### src/rtl/axi_arb_pkg.sv
// Shared types and constants for the register-bank arbiter.
package axi_arb_pkg;
  typedef enum logic [1:0] {IDLE, ACCESS, RESP} state_t;

  localparam logic [1:0]  RESP_OKAY   = 2'b00;
  localparam logic [1:0]  RESP_SLVERR = 2'b10;
  localparam logic [31:0] REG_STEP    = 32'h100;
endpackage

### src/rtl/rr_arbiter.sv
// Combinational round-robin arbiter: search starts one past ptr and wraps.
module rr_arbiter #(
  parameter int NUM_REQ = 4,
  parameter int PW      = $clog2(NUM_REQ)
) (
  input  logic [NUM_REQ-1:0] req,
  input  logic [PW-1:0]      ptr,
  output logic [NUM_REQ-1:0] gnt,
  output logic [PW-1:0]      gnt_id,
  output logic               found
);
  logic [PW-1:0] idx;

  always_comb begin
    gnt    = '0;
    gnt_id = '0;
    found  = 1'b0;
    idx    = '0;
    for (int i = 1; i <= NUM_REQ; i++) begin
      idx = PW'((int'(ptr) + i) % NUM_REQ);
      if (!found && req[idx]) begin
        gnt[idx] = 1'b1;
        gnt_id   = idx;
        found    = 1'b1;
      end
    end
  end
endmodule

### src/rtl/axi_reg_arbiter.sv
// Round-robin shared register bank: one read-modify-write at a time,
// returning the pre-access value and an OKAY/SLVERR response.
module axi_reg_arbiter
  import axi_arb_pkg::*;
#(
  parameter int                NUM_REQ  = 4,
  parameter int                NUM_REGS = 12,
  parameter int                DATA_W   = 32,
  parameter logic [DATA_W-1:0] REG_BASE = 32'h12345678
) (
  input  logic                      clk,
  input  logic                      rst,
  input  logic [NUM_REQ-1:0]        req_valid,
  input  logic [NUM_REQ*4-1:0]      req_addr,
  input  logic [NUM_REQ*DATA_W-1:0] req_wdata,
  input  logic [NUM_REQ-1:0]        req_we,
  output logic [NUM_REQ-1:0]        req_ready,
  output logic [NUM_REQ-1:0]        rsp_valid,
  input  logic [NUM_REQ-1:0]        rsp_ready,
  output logic [DATA_W-1:0]         rsp_rdata,
  output logic [1:0]                rsp_resp,
  output logic                      busy
);
  localparam int IW = $clog2(NUM_REQ);

  state_t                          state;
  logic [IW-1:0]                   last_gnt, id_q;
  logic [3:0]                      addr_q;
  logic [DATA_W-1:0]               wdata_q;
  logic                            we_q;
  logic [NUM_REQ-1:0][3:0]         addr_v;
  logic [NUM_REQ-1:0][DATA_W-1:0]  wdata_v;
  logic [NUM_REQ-1:0]              gnt;
  logic [IW-1:0]                   gnt_id;
  logic                            gnt_any;
  logic                            addr_ok;
  logic [DATA_W-1:0]               regs [NUM_REGS];

  assign addr_v  = req_addr;
  assign wdata_v = req_wdata;
  assign addr_ok = int'(addr_q) < NUM_REGS;

  rr_arbiter #(.NUM_REQ(NUM_REQ), .PW(IW)) u_arb (
    .req    (req_valid),
    .ptr    (last_gnt),
    .gnt    (gnt),
    .gnt_id (gnt_id),
    .found  (gnt_any)
  );

  // Gated by rst so no handshake can complete while the bank is reinitialising.
  assign req_ready = (state == IDLE && rst) ? gnt : '0;
  assign busy      = (state != IDLE);

  for (genvar g = 0; g < NUM_REGS; g++) begin : g_reg
    always_ff @(posedge clk or negedge rst) begin
      if (!rst)
        regs[g] <= REG_BASE + DATA_W'(REG_STEP * g);
      else if (state == ACCESS && we_q && addr_q == 4'(g))
        regs[g] <= wdata_q;
    end
  end

  always_ff @(posedge clk or negedge rst) begin
    if (!rst) begin
      state     <= IDLE;
      last_gnt  <= IW'(NUM_REQ - 1);
      id_q      <= '0;
      addr_q    <= '0;
      wdata_q   <= '0;
      we_q      <= 1'b0;
      rsp_valid <= '0;
      rsp_rdata <= '0;
      rsp_resp  <= RESP_OKAY;
    end else begin
      case (state)
        IDLE: if (gnt_any) begin
          id_q    <= gnt_id;
          addr_q  <= addr_v[gnt_id];
          wdata_q <= wdata_v[gnt_id];
          we_q    <= req_we[gnt_id];
          state   <= ACCESS;
        end
        ACCESS: begin
          if (addr_ok) begin
            rsp_rdata <= regs[addr_q];
            rsp_resp  <= RESP_OKAY;
          end else begin
            rsp_rdata <= '0;
            rsp_resp  <= RESP_SLVERR;
          end
          rsp_valid <= NUM_REQ'(1) << id_q;
          state     <= RESP;
        end
        RESP: if (rsp_ready[id_q]) begin
          rsp_valid <= '0;
          last_gnt  <= id_q;
          state     <= IDLE;
        end
        default: state <= IDLE;
      endcase
    end
  end
endmodule
### config.mk
export PLATFORM = sky130hd
export DESIGN_NAME = axi_reg_arbiter
export DESIGN_NICKNAME = d
export VERILOG_FILES = /design/src/rtl/axi_arb_pkg.sv /design/src/rtl/rr_arbiter.sv /design/src/rtl/axi_reg_arbiter.sv
export SDC_FILE = /design/constraint.sdc
export NUM_CORES = 1
export LEC_CHECK = 0
export BUFFER_PORTS_ARGS = -buffer_cell sky130_fd_sc_hd__buf_2
export CELL_PAD_IN_SITES_DETAIL_PLACEMENT = 1
export CELL_PAD_IN_SITES_GLOBAL_PLACEMENT = 2
export CORE_ASPECT_RATIO = 1.5
export CORE_MARGIN = 2
export CORE_UTILIZATION = 46
export DETAILED_ROUTE_END_ITERATION = 7
export GPL_TIMING_DRIVEN = 0
export PLACE_DENSITY = 0.95
export SLEW_MARGIN = 15
export SYNTH_ARGS = -nofsm -noshare
export SYNTH_HDL_FRONTEND = slang
export SYNTH_SLANG_ARGS = --single-unit
### constraint.sdc
create_clock -name clk -period 7.9 [get_ports clk]
set_clock_uncertainty 0.05 [all_clocks]
set_input_delay 0 -clock clk [delete_from_list [all_inputs] [get_ports clk]]
set_output_delay 0 -clock clk [all_outputs]
set_load 0.05 [all_outputs]
==> qor.txt <==
Antenna-violating nets left - 0
Most used cells in the layout excluding fill and tap cells - mux2_2 (385), dfrtp_1 (304), buf_2 (210), dfstp_2 (160), clkbuf_1 (128)
Worst-path cell chain - buf_6 -> inv_1 -> ha_1 -> mux4_2 -> clkbuf_1 -> nor2_1 -> clkbuf_1 -> and3_1 -> a2111oi_2 -> dlygate4sd3_1 -> o31ai_1 -> dlygate4sd3_1
Dpl hpwl - 49.01 mm
Register area - 11,810 um2
PwrDens - 469.1 nW/um2
F_max - 191.3 MHz
CTS Buf Count - 45
Clock H-tree levels - 2
Worst-skew pair later-pin latency - 0.58 ns
Final hold violation count - 0
Initial antenna violation count - 2
Tot Pwr - 12,720 uW
Yosys cell types - 41
Crit path buf inv count - 6
Peak fanout along the critical path - 10
Top Ports - 201
Vias per inst - 5.989
Port Buffers - 199
Register area share after synthesis - 0.5249
RSZ-0062 raised after global routing - no
Sequential group share of total power - 0.330
Crit path kind - flip-flop to flip-flop
Final net count - 2,161
Yosys warning count - 0
GRT Total Usage - 0.2960
Post-DP Area - 24,440 um2
Number of max-cap violations - 0
GRT overflow - 0
Crit path DAT - 5.68 ns
Logic pwr share - 0.486
First-pass GRT wire length - 111.6 mm
DR WL/cell - 27.47 um
Post-route cell area - 27,120 um2
R2R Setup Slk - 2.67 ns
Die area - 50,740 um2
GPL Wtd Cong - 0.8528
Die width - 184.6 um
Largest net degree at the start of global routing - 114
Cell leakage power - 0.01212 uW
Slowest CP cell - nor2_1
TritonCTS clock tree - yes
Post-cts gate resize count - 0
Setup Fix Bufs, Post-CTS - 0
Initial core utilization - 0.4646
Fin util - 0.5600
Drt pass-1 iters - 5
CTS Root Cell - clkbuf_16
# setup viols final - 0
Max VDD drop - 0.2681 mV
Area of the multi-input gates - 9988 um2
Layout cells sized above 1 - 0.4769
Crit start category - flip-flop
Clock Sink Count - 464
Clock transition at the registers of the reported paths - 0.07 ns
Seq cells post-synth - 464
Largest stage delay, worst path - 0.76 ns
Worst Tran Pin Value - 1.084 ns
CP endpoint kind - flip-flop
Clk buf depth - 3
Worst Hold Class - input pin to flip-flop
Synth async-reset ratio - 1.000
Die height - 274.9 um
Hold_ws - 0.09724 ns
Synthesized instance count - 1,637
Area grow syn2layout - 20.54%
P_sw - 5038 uW
Worst EP required - 8.36 ns
Via Count - 16,100
Crit path time final - 5.228 ns
Slew Limit Fails - 0
Layout fillers - 4,789
Core area - 48,430 um2
Post-Syn Nets - 1,803
Drt first-iter violations - 995
Post-route setup TNS - 0 ns
Post-Route WL - 73.88 mm
EDFF count, synth - 0
Vias in the first global route - 18,490
Int Pwr - 7687 uW
Largest delay share family, worst path - buffers and inverters
Syn avg cell area - 13.75 um2
Final worst-path cycle share - 0.6618
Max-slew headroom - 0.2771
Row count - 99
Drt drc - 0
Commonest non-fill, non-tap cell in the layout - mux2_2
Ys flop type - dfrtp_1
Status - finished clean
Cell area after synthesis - 22,500 um2
Switching share of power - 0.3959
Clock power frac - 0.184
tightest hold or removal path: cells and delay by family:
kind	cells	cell delay, ns
AOI/OAI and AO/OA	2	0.39
buffers and inverters	1	0.10
and+or+nand+nor	1	0.12
final cells by class:
class,count,area share
repair buffers,311,0.08105
clock buffers,70,0.05134
flip-flops and latches,464,0.4355
plain buffers,164,0.02514
clock inverters,14,0.007565
well taps,656,0.03026
inverters,6,0.0008303
diodes,1,0.00009226
multi-input cells,1003,0.3683
path summary, 6_finish.rpt:
path | startpoint | end | cells past startpoint
max reg2reg | last_gnt[0] | wdata_q[19] | 12
min reg2reg | rsp_rdata[10] | rsp_rdata[10] | 2
max in group asynchronous | rst | rsp_valid[0] | 4
min in group asynchronous | rst | addr_q[2] | 3
min | req_wdata[74] | wdata_q[10] | 4
max | last_gnt[0] | wdata_q[19] | 12
logic make-up after synthesis:
kind of cell	Yosys count	share of synthesized area
AOI/OAI and AO/OA	204	0.06956
DFF	464	0.5249
buffers and inverters	170	0.03119
adders and majority gates	8	0.004449
other	1	0.0001667
muxes	518	0.3074
and+or+nand+nor	272	0.06228
routing by layer:
layer	share of wire	track usage	vias up
li1	-	-	6789
met1	0.36	0.3211	8543
met2	0.54	0.5493	559
met3	0.042	0.04077	209
met4	0.058	0.1686	4
met5	0.00035	0	-
cells in the mapped netlist (3+ instances only):
library cell	count	area (um2)
nand2b_1	8	50.05
dfstp_2	160	4204
nor3b_1	38	285.3
dfrtp_1	304	7607
and3_1	74	462.9
a2111oi_0	14	122.6
buf_2	12	60.06
o211ai_1	3	22.52
a211oi_1	37	277.8
o21ai_0	38	190.2
nor2_1	54	202.7
o31ai_1	37	277.8
mux4_2	100	2252
nand3_1	3	15.01
clkbuf_1	119	446.7
inv_1	6	22.52
ha_1	8	100.1
a221oi_1	6	52.55
mux2i_1	33	330.3
mux2_2	385	4335
a22oi_1	4	30.03
a2111oi_2	23	345.3
o32ai_1	4	35.03
buf_6	6	67.56
nand2_1	83	311.6
a21oi_1	33	165.2
nor2b_1	4	25.02
buf_1	26	97.59
nor3_1	3	15.01
state kept, by name (all words and copies together) (netlist names):
name,count
rsp_rdata,32
rsp_resp,1
addr_q,4
wdata_q,32
we_q,1
rsp_valid,4
state,2
regs,384
id_q,2
last_gnt,2
per-stage QoR:
step	setup slack, ns	instances
6_report	2.672	2689
5_1_grt	2.458	2688
4_1_cts	2.768	2687
3_5_place_dp	3.724	2496
3_3_place_gp	-1.770	2492
2_1_floorplan	4.807	1637
what timing repair did:
item,CTS,global route
endpoints found under the setup margin,0,0
hold buffers,107,0
endpoints found under the hold margin,362,0
power groups by stage:
stage                     Clock [uW]  Sequential, uW  Combinational [uW]
after floorplan                    0            4060                3590
after global placement             0            4020                5140
after detailed placement           0            4160                5380
after CTS                       2350            4170                6070
after global routing            2440            4280                6530
final                           2340            4200                6180
(Power assumes the default switching activity.)
